`src/rtl/fp_div_pkg.sv`:
```
// Shared types and sizing helpers for the sequential signed fixed-point divider.
package fp_div_pkg;

    typedef enum logic [1:0] {
        IDLE = 2'd0,
        RUN  = 2'd1,
        DONE = 2'd2
    } fp_div_state_t;

    // One quotient bit per dividend bit; the dividend is the integer operand widened by the fraction.
    function automatic int div_iters(input int width, input int frac);
        return width + frac;
    endfunction

    function automatic int iter_cnt_w(input int width, input int frac);
        return $clog2(div_iters(width, frac)) + 1;
    endfunction

endpackage

```
`src/rtl/fp_div_step.sv`:
```
// One combinational restoring-division iteration: shift in a dividend bit, trial-subtract the divisor.
module fp_div_step #(
    parameter int WIDTH = 32
) (
    input  logic [WIDTH-1:0] rem_in,
    input  logic             dvd_bit,
    input  logic [WIDTH-1:0] divisor,
    output logic [WIDTH-1:0] rem_out,
    output logic             q_bit
);

    logic [WIDTH:0] shifted;

    // The kept remainder is always below the divisor, so the low WIDTH bits of the difference are exact.
    assign shifted = {rem_in, dvd_bit};
    assign q_bit   = (shifted >= {1'b0, divisor});
    assign rem_out = q_bit ? (shifted[WIDTH-1:0] - divisor) : shifted[WIDTH-1:0];

endmodule

```
`src/rtl/seq_fp_sdiv.sv`:
```
// Multi-cycle signed Q(INT).(FRAC) restoring divider with go/done handshake and fixed latency.
// Optional macro FP_SDIV_DBZ_FLAG_EN adds a registered div_by_zero output.
module seq_fp_sdiv
    import fp_div_pkg::*;
#(
    parameter int WIDTH      = 32,
    parameter int INT_WIDTH  = 16,
    parameter int FRAC_WIDTH = 16
) (
    input  logic             clk,
    input  logic             reset,
    input  logic             go,
    input  logic [WIDTH-1:0] left,
    input  logic [WIDTH-1:0] right,
    output logic [WIDTH-1:0] out_quotient,
    output logic [WIDTH-1:0] out_remainder,
    output logic             done
`ifdef FP_SDIV_DBZ_FLAG_EN
    ,
    output logic             div_by_zero
`endif
);

    localparam int N        = div_iters(WIDTH, FRAC_WIDTH);
    localparam int CW       = iter_cnt_w(WIDTH, FRAC_WIDTH);
    localparam int SIGN_BIT = INT_WIDTH + FRAC_WIDTH - 1;

    fp_div_state_t    state_q, state_d;
    logic [CW-1:0]    cnt_q, cnt_d;
    logic [N-1:0]     dvd_q, dvd_d;
    logic [WIDTH-1:0] div_q, div_d;
    logic [WIDTH-1:0] rem_q, rem_d;
    // Only the low WIDTH quotient bits survive the wrap, so only those are kept.
    logic [WIDTH-1:0] quot_q, quot_d;
    logic [WIDTH-1:0] left_q, left_d;
    logic             sign_l_q, sign_l_d;
    logic             sign_r_q, sign_r_d;
    logic [WIDTH-1:0] out_quotient_q, out_quotient_d;
    logic [WIDTH-1:0] out_remainder_q, out_remainder_d;
`ifdef FP_SDIV_DBZ_FLAG_EN
    logic             dbz_q, dbz_d;
`endif

    logic [WIDTH-1:0] mag_l, mag_r;
    logic [WIDTH-1:0] step_rem;
    logic             step_q;
    logic [WIDTH-1:0] quot_next;

    // Negating the most negative value yields 2^(WIDTH-1) when read as unsigned.
    assign mag_l     = left[SIGN_BIT]  ? (~left + 1'b1)  : left;
    assign mag_r     = right[SIGN_BIT] ? (~right + 1'b1) : right;
    assign quot_next = {quot_q[WIDTH-2:0], step_q};

    fp_div_step #(.WIDTH(WIDTH)) u_step (
        .rem_in  (rem_q),
        .dvd_bit (dvd_q[N-1]),
        .divisor (div_q),
        .rem_out (step_rem),
        .q_bit   (step_q)
    );

    always_comb begin
        state_d         = state_q;
        cnt_d           = cnt_q;
        dvd_d           = dvd_q;
        div_d           = div_q;
        rem_d           = rem_q;
        quot_d          = quot_q;
        left_d          = left_q;
        sign_l_d        = sign_l_q;
        sign_r_d        = sign_r_q;
        out_quotient_d  = out_quotient_q;
        out_remainder_d = out_remainder_q;
`ifdef FP_SDIV_DBZ_FLAG_EN
        dbz_d           = dbz_q;
`endif
        case (state_q)
            IDLE: begin
                if (go) begin
                    state_d  = RUN;
                    cnt_d    = '0;
                    dvd_d    = {mag_l, {FRAC_WIDTH{1'b0}}};
                    div_d    = mag_r;
                    rem_d    = '0;
                    quot_d   = '0;
                    left_d   = left;
                    sign_l_d = left[SIGN_BIT];
                    sign_r_d = right[SIGN_BIT];
                end
            end
            RUN: begin
                rem_d  = step_rem;
                quot_d = quot_next;
                dvd_d  = dvd_q << 1;
                cnt_d  = cnt_q + 1'b1;
                if (cnt_q == CW'(N - 1)) begin
                    state_d = DONE;
                    cnt_d   = '0;
                    // A zero divisor still runs the full schedule; its result is overridden here.
                    if (div_q == '0) begin
                        out_quotient_d  = '0;
                        out_remainder_d = left_q;
                    end else begin
                        out_quotient_d  = (sign_l_q ^ sign_r_q) ? (~quot_next + 1'b1) : quot_next;
                        out_remainder_d = sign_l_q ? (~step_rem + 1'b1) : step_rem;
                    end
`ifdef FP_SDIV_DBZ_FLAG_EN
                    dbz_d = (div_q == '0);
`endif
                end
            end
            DONE: begin
                state_d = IDLE;
            end
            default: begin
                state_d = IDLE;
            end
        endcase
    end

    always_ff @(posedge clk) begin
        if (reset) begin
            state_q         <= IDLE;
            cnt_q           <= '0;
            dvd_q           <= '0;
            div_q           <= '0;
            rem_q           <= '0;
            quot_q          <= '0;
            left_q          <= '0;
            sign_l_q        <= 1'b0;
            sign_r_q        <= 1'b0;
            out_quotient_q  <= '0;
            out_remainder_q <= '0;
`ifdef FP_SDIV_DBZ_FLAG_EN
            dbz_q           <= 1'b0;
`endif
        end else begin
            state_q         <= state_d;
            cnt_q           <= cnt_d;
            dvd_q           <= dvd_d;
            div_q           <= div_d;
            rem_q           <= rem_d;
            quot_q          <= quot_d;
            left_q          <= left_d;
            sign_l_q        <= sign_l_d;
            sign_r_q        <= sign_r_d;
            out_quotient_q  <= out_quotient_d;
            out_remainder_q <= out_remainder_d;
`ifdef FP_SDIV_DBZ_FLAG_EN
            dbz_q           <= dbz_d;
`endif
        end
    end

    assign out_quotient  = out_quotient_q;
    assign out_remainder = out_remainder_q;
    assign done          = (state_q == DONE);
`ifdef FP_SDIV_DBZ_FLAG_EN
    assign div_by_zero   = dbz_q;
`endif

endmodule

```
`config.mk`:
```
export PLATFORM = sky130hd
export DESIGN_NAME = seq_fp_sdiv
export DESIGN_NICKNAME = d
export VERILOG_FILES = /design/src/rtl/fp_div_pkg.sv /design/src/rtl/fp_div_step.sv /design/src/rtl/seq_fp_sdiv.sv
export SDC_FILE = /design/constraint.sdc
export NUM_CORES = 1
export LEC_CHECK = 0
export CAP_MARGIN = 40
export CORE_ASPECT_RATIO = 2
export CORE_MARGIN = 4
export CORE_UTILIZATION = 50
export DETAILED_ROUTE_END_ITERATION = 8
export GPL_ROUTABILITY_DRIVEN = 0
export MAX_ROUTING_LAYER = met4
export PLACE_DENSITY = 0.71
export SLEW_MARGIN = 20
export SYNTH_ARGS = -nofsm -noshare
export SYNTH_HDL_FRONTEND = slang
export SYNTH_HIERARCHICAL = 1
export SYNTH_SLANG_ARGS = --single-unit
```
`constraint.sdc`:
```
create_clock -name clk -period 5.9 [get_ports clk]
set_input_delay 1.18 -clock clk [delete_from_list [all_inputs] [get_ports clk]]
set_output_delay 1.18 -clock clk [all_outputs]
set_load 0.01 [all_outputs]
```
# Word level (Yosys, flattened, before mapping)
# Cells that the tools add are included.
dict set report totals {
  ff_bits 250
  in_bits 67
  out_inout_bits 65
  wordCells 53
}
dict set report classes {
  add_sub_neg 6
  magnitude_cmp 1
  eq_ne 5
  muxes 18
  bitwise_logic 5
  reduce_logical 7
}
# op n
set ops {}
lappend ops {{2-to-1 mux 32 bit} 8}
lappend ops {{adder 32 x 1 -> 32 bit, second input constant} 4}
lappend ops {{NOT 32 bit} 4}
lappend ops {{case mux 48 bit (2 select lines)} 1}
lappend ops {{case mux 32 bit (2 select lines)} 1}
lappend ops {{case mux 31 bit (2 select lines)} 1}
lappend ops {{2-to-1 mux 48 bit} 1}
lappend ops {{greater-or-equal comparator 33 x 32 -> 1 bit} 1}
lappend ops {{zero test 32 bit} 1}
lappend ops {{subtractor 32 bit} 1}
lappend ops {{2-to-1 mux 7 bit} 2}
lappend ops {{case mux 7 bit (2 select lines)} 1}
lappend ops {{AND reduction 2 bit} 4}
lappend ops {{adder 7 x 1 -> 7 bit, second input constant} 1}
lappend ops {{== test 7 x 6 -> 1 bit, second input constant} 1}
lappend ops {{2-to-1 mux 2 bit} 2}
lappend ops {{!= test 2 bit, second input constant} 2}
lappend ops {{case mux 2 bit (2 select lines)} 1}
lappend ops {{== test 2 x 1 -> 1 bit, second input constant} 1}
lappend ops {{== test 2 bit, second input constant} 1}
lappend ops {{zero test 2 bit} 1}
lappend ops {{nonzero test 2 bit} 1}
lappend ops {{bitwise XOR 1 bit} 1}

# Longest topological paths before layout
# Gate-level depths: netlist (run 1).
dict set report depth {
  depth_word 6
  ltp_mapped 20
  mapped_depth_nobuf 17
}

# Cells and area by module
# Netlist (run 1), hierarchy kept.
# module n_inst cells_per_inst area_each_um2
set modules_own_cells {}
lappend modules_own_cells {seq_fp_sdiv 1 1401 11053.1}
lappend modules_own_cells {fp_div_step 1 324 2293.4}

# Worst setup path before layout (run 1)
# No wires, ideal clock.
dict set report synth_timing {
  kind {reg2reg}
  from {reg div_q[6]}
  to {reg out_remainder_q[31], in the netlist out_remainder[31]}
  arrival_time_ns 4.738
  setup_slack_ns 1.098
  stages_incl_launch_ff 17
  period_less_slack_ns 4.802
  cell_sequence {dfxtp_1 -> inv_1 -> ha_1 -> nand4_1 -> o21bai_1 -> a2111o_1 -> a311o_1 -> a21o_1 -> a31oi_4 -> buf_6 -> mux2_2 -> nor4_1 -> nand4b_1 -> or4_1 -> nor3_1 -> mux2_2 -> nand4_1}
}
dict set report synth_between {
  elab_chain_len 6
}
# item line_no
set synth_lines {}
lappend synth_lines {{start: declaration} seq_fp_sdiv.sv:31} ;# logic [WIDTH-1:0] div_q, div_d;
lappend synth_lines {{start signal: assignment} seq_fp_sdiv.sv:141} ;# div_q <= div_d;
lappend synth_lines {{subtractor 32 bit / greater-or-equal comparator 33 x 32 -> 1 bit (equally long branches)} {fp_div_step.sv:17, fp_div_step.sv:16}}
lappend synth_lines {{2-to-1 mux 32 bit *} fp_div_step.sv:17} ;# assign rem_out = q_bit ? (shifted[WIDTH-1:0] - divisor) : shifted[WIDTH-1:0];
lappend synth_lines {{net step_rem[6]} seq_fp_sdiv.sv:45} ;# logic [WIDTH-1:0] step_rem;
lappend synth_lines {{NOT 32 bit *} seq_fp_sdiv.sv:105} ;# out_remainder_d = sign_l_q ? (~step_rem + 1'b1) : step_rem;
lappend synth_lines {{adder 32 x 1 -> 32 bit *} seq_fp_sdiv.sv:105}
lappend synth_lines {{2-to-1 mux 32 bit *} seq_fp_sdiv.sv:105}
lappend synth_lines {{2-to-1 mux 32 bit *} seq_fp_sdiv.sv:100} ;# if (div_q == '0) begin
lappend synth_lines {{end signal: assignment} seq_fp_sdiv.sv:148} ;# out_remainder_q <= out_remainder_d;
lappend synth_lines {{end: declaration} seq_fp_sdiv.sv:39} ;# logic [WIDTH-1:0] out_remainder_q, out_remainder_d;
# Mark *: on every way through the listed nets, which the timed path passes. The rest lies on a longest branch.
# A chain may end at the register's enable or synchronous reset.

# Final worst setup path (run 1)
dict set report layout_timing {
  from {reg div_q[6]}
  to {reg out_remainder_q[31], in the netlist out_remainder[31]}
}
dict set report layout_between {
  elab_chain_len 6
}
# item line_no
set layout_lines {}
lappend layout_lines {{greater-or-equal comparator 33 x 32 -> 1 bit} fp_div_step.sv:16} ;# assign q_bit = (shifted >= {1'b0, divisor});
lappend layout_lines {{net step_q} seq_fp_sdiv.sv:46} ;# logic step_q;
lappend layout_lines {{2-to-1 mux 32 bit} fp_div_step.sv:17}
lappend layout_lines {{net step_rem[25]} seq_fp_sdiv.sv:45}
lappend layout_lines {{NOT 32 bit} seq_fp_sdiv.sv:105}
lappend layout_lines {{adder 32 x 1 -> 32 bit} seq_fp_sdiv.sv:105}
lappend layout_lines {{2-to-1 mux 32 bit} seq_fp_sdiv.sv:105}
lappend layout_lines {{2-to-1 mux 32 bit} seq_fp_sdiv.sv:100}
# The timed path passes the listed nets, and every way through them passes these cells.

==> reports/summary.txt, run 1 <==
status: completed
largest cells by area after synthesis: dfxtp_1 (35%), nand2_1 (7.2%), a21oi_1 (6.8%)
distinct cell type count of the synthesized netlist: 71
most common cell in the netlist: nand2_1
post-route ant nets: 0
Slew Limit Fails: 0
GRT Total Usage: 27.7%
Congestion Overflow GR: 0
Switching Share: 36.0%
Clock Sinks: 233
flop-to-flop setup slack: 0.41 ns
Reg clk slew, reported paths: 0.06 ns
vias: 12900
# fillers: 2420
CTS tree: yes
Max Freq: 0.182 GHz
xor/xnor cell area share of the yosys netlist: 9.32%
Final setup viols: 0
register area share after synthesis: 34.9%
Setup Total Neg Slack: 0 ns
pwr dens: 330 nW/um^2
Max Cap Violations: 0
average vias per placed instance: 5.96
commonest register cell after synthesis: dfxtp_1
WS Path Type: register to register
Reg power frac: 32.7%
Hold Vio Cnt, Final: 0
Tcrit/Tclk final: 93.0%
CTS H-tree depth: 1
mapped cell area: 13300 um^2
Area Overhead vs Synth: 17.8%
synthesized area per cell: 7.74 um^2
Synth Register Bits: 233
initial antenna violation count: 0
most area-hungry cell type in the Yosys netlist: dfxtp_1
Req. time, crit path: 6.36 ns
Power, Total: 5.19 mW
layout cell share with drive strength beyond 1: 6.74%
CP endpoint kind: register
vias in the first global route: 12500
Port Buffer Count: 131
Synthesized Nets: 1830
Commonest cells post-synth: nand2_1 (256), dfxtp_1 (233), a21oi_1 (181)
RSZ-0062 raised after global routing: false
1st-pass router iterations: 5
Comb pwr share: 37.4%
Slew @ Worst Pin: 0.869 ns
CORE AREA: 26300 um^2
Post-Syn Instances: 1725
post-DP HPWL: 29500 um
simple-gate share of the synthesized area: 21.0%
clk_lat worst skew: 0.53 ns
IO Count: 132
Root Driver: clkbuf_16
Antenna diodes: 0
fraction of synthesized area in multiplexers: 2.23%
cts repair resizes: 0
FFs w/ async S/R, synth: 0%
worst min-delay path category: register to register
Num CTS Buffers: 22
Crit path arrival time: 5.95 ns
Pleak: 5.79 nW
clock power share: 29.8%
CP max FO: 22
DR iter-0 viols: 891
CP Launch Type: register
share of the synthesized area in the top cell type: 34.9%
DIE AREA: 29500 um^2
Slew HR: 41.9%
number of flops mapped to enable cells by yosys: 0
wire per inst: 18.8 um
first-pass GRT wire length: 63600 um
post-synthesis compound-gate area fraction: 23.8%
Die H: 239 um
Synth Area in Adders: 3.62%
Power Internal: 3.32 mW
Final #Nets: 1900
clock skew: 0.0163 ns
std cell rows: 84
total wire length: 40400 um
Residual DRC: 0
Final min period: 5.49 ns
main combinational cell family by area after synthesis: compound AO/OA/AOI/OAI gates
CTS Hold Bufs: 0
largest net degree at the start of global routing: 80
Switch Pwr: 1.87 mW
initial core utilization: 50.8%
worst vdd ir: 0.279 mV
synthesis warning total: 6
die span in x: 124 um
number of setup buffers added after CTS: 0
Clock Path Buffers: 3
-- final cells by class --
cell class / instances / area (um^2) / area share [%]
clock buffers: 31 / 646 / 4.11
clock inverters: 9 / 133 / 0.844
inverters: 52 / 198 / 1.26
multi-input cells: 1323 / 8040 / 51.1
flip-flops and latches: 233 / 4660 / 29.7
well taps: 344 / 430 / 2.74
repair buffers: 163 / 1610 / 10.3
-- power by group through the flow --
stage | clock [mW] | sequential (mW) | combinational [mW]
global route | 1.63 | 1.71 | 2.12
detailed placement | 0 | 1.73 | 1.90
CTS | 1.57 | 1.70 | 1.91
floorplan | 0 | 1.71 | 1.38
global placement | 0 | 1.73 | 1.87
finish | 1.55 | 1.70 | 1.94
-- worst max-delay path, cell delays in order (launching register included) --
cell and delay, ns:
dfxtp_1 0.36, inv_1 0.05, ha_1 0.38, nand4_1 0.18, o21bai_1 0.22, a2111o_1 0.49
a311o_1 0.41, a21o_1 0.24, a31oi_4 0.67, mux2_2 0.46, or4_1 0.59, or2_2 0.34
or4_1 0.46, nor3_1 0.16, mux2_2 0.36, nand4_1 0.06
-- metal layers --
| metal | up-vias | global-route usage, % | wire (um) |
|---|---|---|---|
| li1 | 6287 | - | - |
| met1 | 6063 | 28.6 | 14500 |
| met2 | 380 | 50.7 | 22100 |
| met3 | 121 | 2.27 | 1610 |
| met4 | 0 | 14.7 | 2240 |
| met5 | - | - | 0 |
-- flip-flops by register name, indices dropped and copies added (netlist names) --
name / count
out_quotient: 32
state_q: 2
sign_r_q: 1
quot_q: 31
div_q: 32
rem_q: 32
cnt_q: 7
dvd_q: 32
out_remainder: 32
left_q: 32
-- kinds of logic after synthesis --
group,after synthesis
mux,27
simple gates,605
xor+xnor,142
compound gates,511
fa+ha+maj,38
flops,233
buf+inv,169
-- cells in the final DEF (no fill, tap or decap), types with 5 or more instances in the layout --
cell	n
nand2_1	255
dfxtp_1	233
a21oi_1	181
clkdlybuf4s50_1	130
nor2_1	108
o21ai_0	107
nand3_1	85
xor2_1	75
xnor2_1	67
inv_1	51
a22oi_1	41
ha_1	37
buf_4	27
o31ai_1	25
or3_1	24
o41ai_1	24
clkbuf_16	23
nor4_1	22
a211oi_1	22
mux2_2	22
a31oi_1	20
nor3_1	19
a21o_1	18
or4_1	14
nand2b_1	13
o22ai_1	12
o211ai_1	10
nand4_1	9
o21a_1	9
nor2b_1	8
and4_1	8
or2_2	8
and3_1	6
nand3b_1	6
nor2_2	5
mux2i_1	5
-- final timing paths --
path | start | end | cells after the start
max | div_q[6]$_SDFFE_PP0P_ | out_remainder[31]$_SDFFE_PP0P_ | 15
min | out_quotient[2]$_SDFFE_PP0P_ | out_quotient[2]$_SDFFE_PP0P_ | 2
max reg2reg | div_q[6]$_SDFFE_PP0P_ | out_remainder[31]$_SDFFE_PP0P_ | 15
min reg2reg | out_quotient[2]$_SDFFE_PP0P_ | out_quotient[2]$_SDFFE_PP0P_ | 2
-- stage by stage --
stage | worst slack, ns | area, um^2 | utilization (%) | hold slack, ns | instances
floorplan | 1.10 | 13300 | - | 0.432 | 1725
global placement | 0.592 | 14800 | 56.5 | 0.437 | 2110
detailed placement | 0.487 | 14900 | 56.7 | 0.441 | 2113
CTS | 0.469 | 15700 | 59.6 | 0.454 | 2153
global route | 0.194 | 15700 | 59.8 | 0.472 | 2155
finish | 0.411 | 15700 | 59.8 | 0.450 | 2155
Power figures use the tool's default switching activity.
==> run 2: changes to the inputs <==
Settings changed: CORE_UTILIZATION 50 to 40, PLACE_DENSITY 0.71 to default, SETUP_SLACK_MARGIN from default to 0.4.
==> run 2 against run 1 <==
  * Non-clock buffer count grew 3
  * Core utilization shrank 11 points
  * Via count shrank 0.65%
  * Clock power grew 6%
  * Sequential cell count is the same
  * Sequential power is essentially flat
  * Sequential share of layout area shrank 0.42 points
  * Critical endpoint unchanged
  * Highest routed layer unchanged
==> reports/summary.txt, run 2 (same netlist as run 1, synthesis figures left out) <==
CTS tree: yes
commonest cells after routing, fill and taps aside: nand2_1 (255), dfxtp_1 (233), a21oi_1 (181), clkdlybuf4s50_1 (130), nor2_1 (108)
post-route ant nets: 0
dpl ws: 0.367 ns
WS Path Type: register to register
Hold Vio Cnt, Final: 0
Antenna diodes: 0
Pleak: 5.85 nW
initial antenna violation count: 0
Crit path arrival time: 5.70 ns
clock power share: 30.8%
total wire length: 42900 um
DR iter-0 viols: 782
Comb pwr share: 37.5%
wire per inst: 19.1 um
average vias per placed instance: 5.68
Reg power frac: 31.7%
IO Count: 132
largest net degree at the start of global routing: 95
clock skew: 0.00840 ns
std cell rows: 94
Max Cap Violations: 0
Root Driver: clkbuf_16
Post-Layout Cell Count: 2247
vias: 12800
# fillers: 3307
worst min-delay path category: register to register
Switch Pwr: 1.90 mW
initial core utilization: 40.5%
final worst slack: 0.654 ns
layout cell share with drive strength beyond 1: 6.94%
Power, Total: 5.36 mW
Num CTS Buffers: 22
Final setup viols: 0
Placed Cells: 2204
GRT Total Usage: 23.7%
post-DP HPWL: 31700 um
vias in the first global route: 12400
CORE AREA: 32900 um^2
Die H: 266 um
commonest non-fill, non-tap cell in the layout: nand2_1
Final min period: 5.25 ns
DIE AREA: 36500 um^2
Clock Path Buffers: 3
die span in x: 137 um
clk_lat worst skew: 0.52 ns
pwr dens: 336 nW/um^2
Congestion Overflow GR: 0
CTS H-tree depth: 1
Reg clk slew, reported paths: 0.06 ns
Slew HR: 45.6%
1st-pass router iterations: 4
RSZ-0062 raised after global routing: false
Clock Sinks: 233
CP endpoint kind: register
worst vdd ir: 0.211 mV
Slew Limit Fails: 0
Residual DRC: 0
Setup Total Neg Slack: 0 ns
Req. time, crit path: 6.36 ns
Final #Nets: 1904
Tcrit/Tclk final: 88.9%
CP max FO: 11
status: completed
Slew @ Worst Pin: 0.815 ns
Power Internal: 3.46 mW
Switching Share: 35.4%
first-pass GRT wire length: 66900 um
CP Launch Type: register
Max Freq: 0.191 GHz
Area Overhead vs Synth: 19.5%
flop-to-flop setup slack: 0.65 ns
Port Buffer Count: 131
==> run 2: cell types whose count changed in the layout (fill, tap and decap cells not counted), moves of 2 or more <==
cell | previous run | this run
clkinvlp_4 | 2 | 0
clkbuf_8 | 4 | 7
bufinv_16 | 3 | 5
buf_4 | 27 | 29
==> run 2: layout make-up <==
type	instances	area [um^2]	area share, %
well taps	432	541	3.39
clock buffers	33	683	4.28
repair buffers	166	1640	10.3
multi-input cells	1324	8060	50.6
clock inverters	7	160	1.00
flip-flops and latches	233	4660	29.3
inverters	52	198	1.24
==> run 2: path summary, 6_finish.rpt <==
kind	cells after the start	from	endpoint
hold / removal	2	out_quotient[25]$_SDFFE_PP0P_	out_quotient[25]$_SDFFE_PP0P_
setup reg to reg	16	div_q[3]$_SDFFE_PP0P_	out_remainder[31]$_SDFFE_PP0P_
hold reg to reg	2	out_quotient[25]$_SDFFE_PP0P_	out_quotient[25]$_SDFFE_PP0P_
setup / recovery	16	div_q[3]$_SDFFE_PP0P_	out_remainder[31]$_SDFFE_PP0P_
==> run 2: routing by layer <==
metal	GRT usage (%)	wire length, um
met1	24.2	15700
met2	43.8	23300
met3	2.08	1400
met4	12.8	2540
met5	-	0
==> run 2: worst max-delay path, stage by stage, from the launching register on <==
cell	delay (ns)
dfxtp_1	0.35
inv_1	0.06
ha_1	0.40
nand2_1	0.11
o21bai_1	0.22
a2111o_1	0.48
a311o_1	0.43
a21o_1	0.32
a31oi_4	0.55
nand2b_1	0.18
o21ai_0	0.11
or4_1	0.58
or2_2	0.33
or4_1	0.46
nor3_1	0.16
mux2_2	0.36
nand4_1	0.07
==> run 2: what timing repair did <==
item                       CTS  global route
setup endpoints to repair    3             9
buffers inserted             0             2
hold buffers                 0             0
gates resized for setup      1             0
pin swaps                    1             1
cloned                       1             0
==> run 2: stage by stage <==
step | cell area, um^2 | hold slack, ns | utilization [%]
after floorplan | 13300 | 0.432 | -
after detailed placement | 15100 | 0.441 | 45.7
after CTS | 15900 | 0.456 | 48.3
after global routing | 15900 | 0.477 | 48.4
after global placement | 15000 | 0.437 | 45.4
final | 15900 | 0.451 | 48.4
==> run 2: power by group through the flow <==
stage	Sequential, mW	Clock [mW]	Combinational, mW
after floorplan	1.71	0	1.38
after global placement	1.73	0	1.91
after detailed placement	1.73	0	1.94
after CTS	1.70	1.68	1.98
after global routing	1.71	1.74	2.19
final	1.70	1.65	2.01
==> run 3: changes to the inputs <==
Clock period 5.9 ns to 6.24 ns, I/O delays scaled along.
==> run 3 against run 2 <==
  * Final cell count decreased by 0.13%
  * Via count decreased by 0.35%
  * Non-clock buffer count decreased by 4
  * Critical path type unchanged
  * Critical endpoint unchanged
  * Largest cell class unchanged
==> reports/summary.txt, run 3 (same netlist as run 1, synthesis figures left out) <==
Residual DRC: 0
Hold Vio Cnt, Final: 0
Slew @ Worst Pin: 0.943 ns
RSZ-0062 raised after global routing: false
Area Overhead vs Synth: 18.9%
Pleak: 5.81 nW
Clock Path Buffers: 3
pwr dens: 309 nW/um^2
min-delay src: left_q[16]$_SDFFE_PP0P_
number of setup buffers added after CTS: 0
Die H: 266 um
Antenna diodes: 0
CP Launch Type: register
first-pass GRT wire length: 66800 um
Congestion Overflow GR: 0
Req. time, crit path: 6.72 ns
Sequential Area: 4660 um^2
Crit path largest cell delay: 0.48 ns
average vias per placed instance: 5.67
Slew Limit Fails: 0
Worst Path Buf+Inv: 3
Power, Total: 4.91 mW
Crit path arrival time: 5.96 ns
CTS Hold Bufs: 0
1st-pass router iterations: 5
hold endpoint: left_q[16]$_SDFFE_PP0P_
initial core utilization: 40.5%
CP max-delay cell: a2111o_1
Final #Nets: 1900
Critical R2R Launch: div_q[5]$_SDFFE_PP0P_
CP Cell Sequence: inv_1, ha_1, nand4_1, o21bai_1, a2111o_1, a311o_1, a21o_1, a31oi_4, buf_16, buf_4, mux2_2, or4_1, or2_2, or4_1, nor3_1, mux2_2, nand4_1
Reg clk slew, reported paths: 0.07 ns
Top Usage Layer GRT: met2
CORE AREA: 32900 um^2
M3 GR Usage: 1.83%
worst min-delay path category: register to register
Slew HR: 36.4%
Clock Sinks: 233
commonest cells after routing, fill and taps aside: nand2_1 (255), dfxtp_1 (233), a21oi_1 (181), clkdlybuf4s50_1 (130), nor2_1 (108)
Final setup viols: 0
Multi-input gate area: 8040 um^2
FF-to-FF End: out_remainder[31]$_SDFFE_PP0P_
total wire length: 42500 um
commonest non-fill, non-tap cell in the layout: nand2_1
clk_lat worst skew: 0.54 ns
largest net degree at the start of global routing: 106
post-DP HPWL: 31500 um
std cell rows: 94
cts repair resizes: 0
layout cell share with drive strength beyond 1: 6.90%
CP endpoint kind: register
CP Depth: 17
Worst Hold Depth: 2
IO Count: 132
GRT Total Usage: 23.5%
dpl ws: 0.792 ns
vias in the first global route: 12500
wire per inst: 18.9 um
reg2reg path depth: 17
GR Util met1: 24.4%
Root Driver: clkbuf_16
dominant delay contributor by cell family on the critical path: compound AO/OA/AOI/OAI gates
CTS tree: yes
WS Path Type: register to register
die span in x: 137 um
CTS H-tree depth: 1
M2 GR Usage: 43.9%
Core Util, Final: 48.2%
status: completed
initial antenna violation count: 0
Max Cap Violations: 0
final worst slack: 0.755 ns
DIE AREA: 36500 um^2
DR iter-0 viols: 800
post-route ant nets: 0
flop-to-flop setup slack: 0.75 ns
worst vdd ir: 0.186 mV
Num CTS Buffers: 23
Final min period: 5.49 ns
CP max FO: 15
vias: 12700
Max Freq: 0.182 GHz
Port Buffer Count: 131
clock skew: 0.0153 ns
Setup Total Neg Slack: 0 ns
Tcrit/Tclk final: 87.9%
# fillers: 3345
## run 3: routing by layer
metal / vias to the layer above / routed length (um) / part of all wire, %
li1: 6279 / - / -
met1: 6019 / 15400 / 36
met2: 333 / 23400 / 55
met3: 92 / 1580 / 3.7
met4: 0 / 2140 / 5.0
met5: - / 0 / 0
## run 3: area by class of cell
type	count	share of cell area [%]
clock buffers	31	4.19
clock inverters	11	0.765
inverters	52	1.25
multi-input cells	1323	50.7
flip-flops and latches	233	29.4
well taps	432	3.41
repair buffers	162	10.3
## run 3: worst reg2reg max path, stage by stage (launching register included)
cell and delay, ns:
dfxtp_1 0.36, inv_1 0.06, ha_1 0.37, nand4_1 0.15
o21bai_1 0.20, a2111o_1 0.48, a311o_1 0.40, a21o_1 0.24
a31oi_4 0.46, buf_16 0.22, buf_4 0.18, mux2_2 0.40
or4_1 0.48, or2_2 0.33, or4_1 0.48, nor3_1 0.19
mux2_2 0.37, nand4_1 0.07
## run 3: worst max-delay path by stage
stage                     slack, ns                              to                  start
after floorplan                1.44  out_remainder[31]$_SDFFE_PP0P_  div_q[6]$_SDFFE_PP0P_
after global placement         0.64  out_remainder[31]$_SDFFE_PP0P_  div_q[5]$_SDFFE_PP0P_
after detailed placement       0.79  out_remainder[31]$_SDFFE_PP0P_  div_q[5]$_SDFFE_PP0P_
after CTS                      0.78  out_remainder[31]$_SDFFE_PP0P_  div_q[7]$_SDFFE_PP0P_
after global routing           0.49  out_remainder[31]$_SDFFE_PP0P_  div_q[7]$_SDFFE_PP0P_
final                          0.75  out_remainder[31]$_SDFFE_PP0P_  div_q[5]$_SDFFE_PP0P_
## run 3: power by group
| group | switching [mW] | internal, mW |
|---|---|---|
| registers | 0.0507 | 1.56 |
| clock network | 0.622 | 0.836 |
| logic | 1.11 | 0.733 |
## run 3: through the flow
stage	cells	cell area [um^2]	hold slack [ns]
finish	2244	15900	0.451
global route	2244	15900	0.475
CTS	2242	15800	0.453
detailed placement	2200	15100	0.445
global placement	2195	14900	0.439
floorplan	1725	13300	0.432
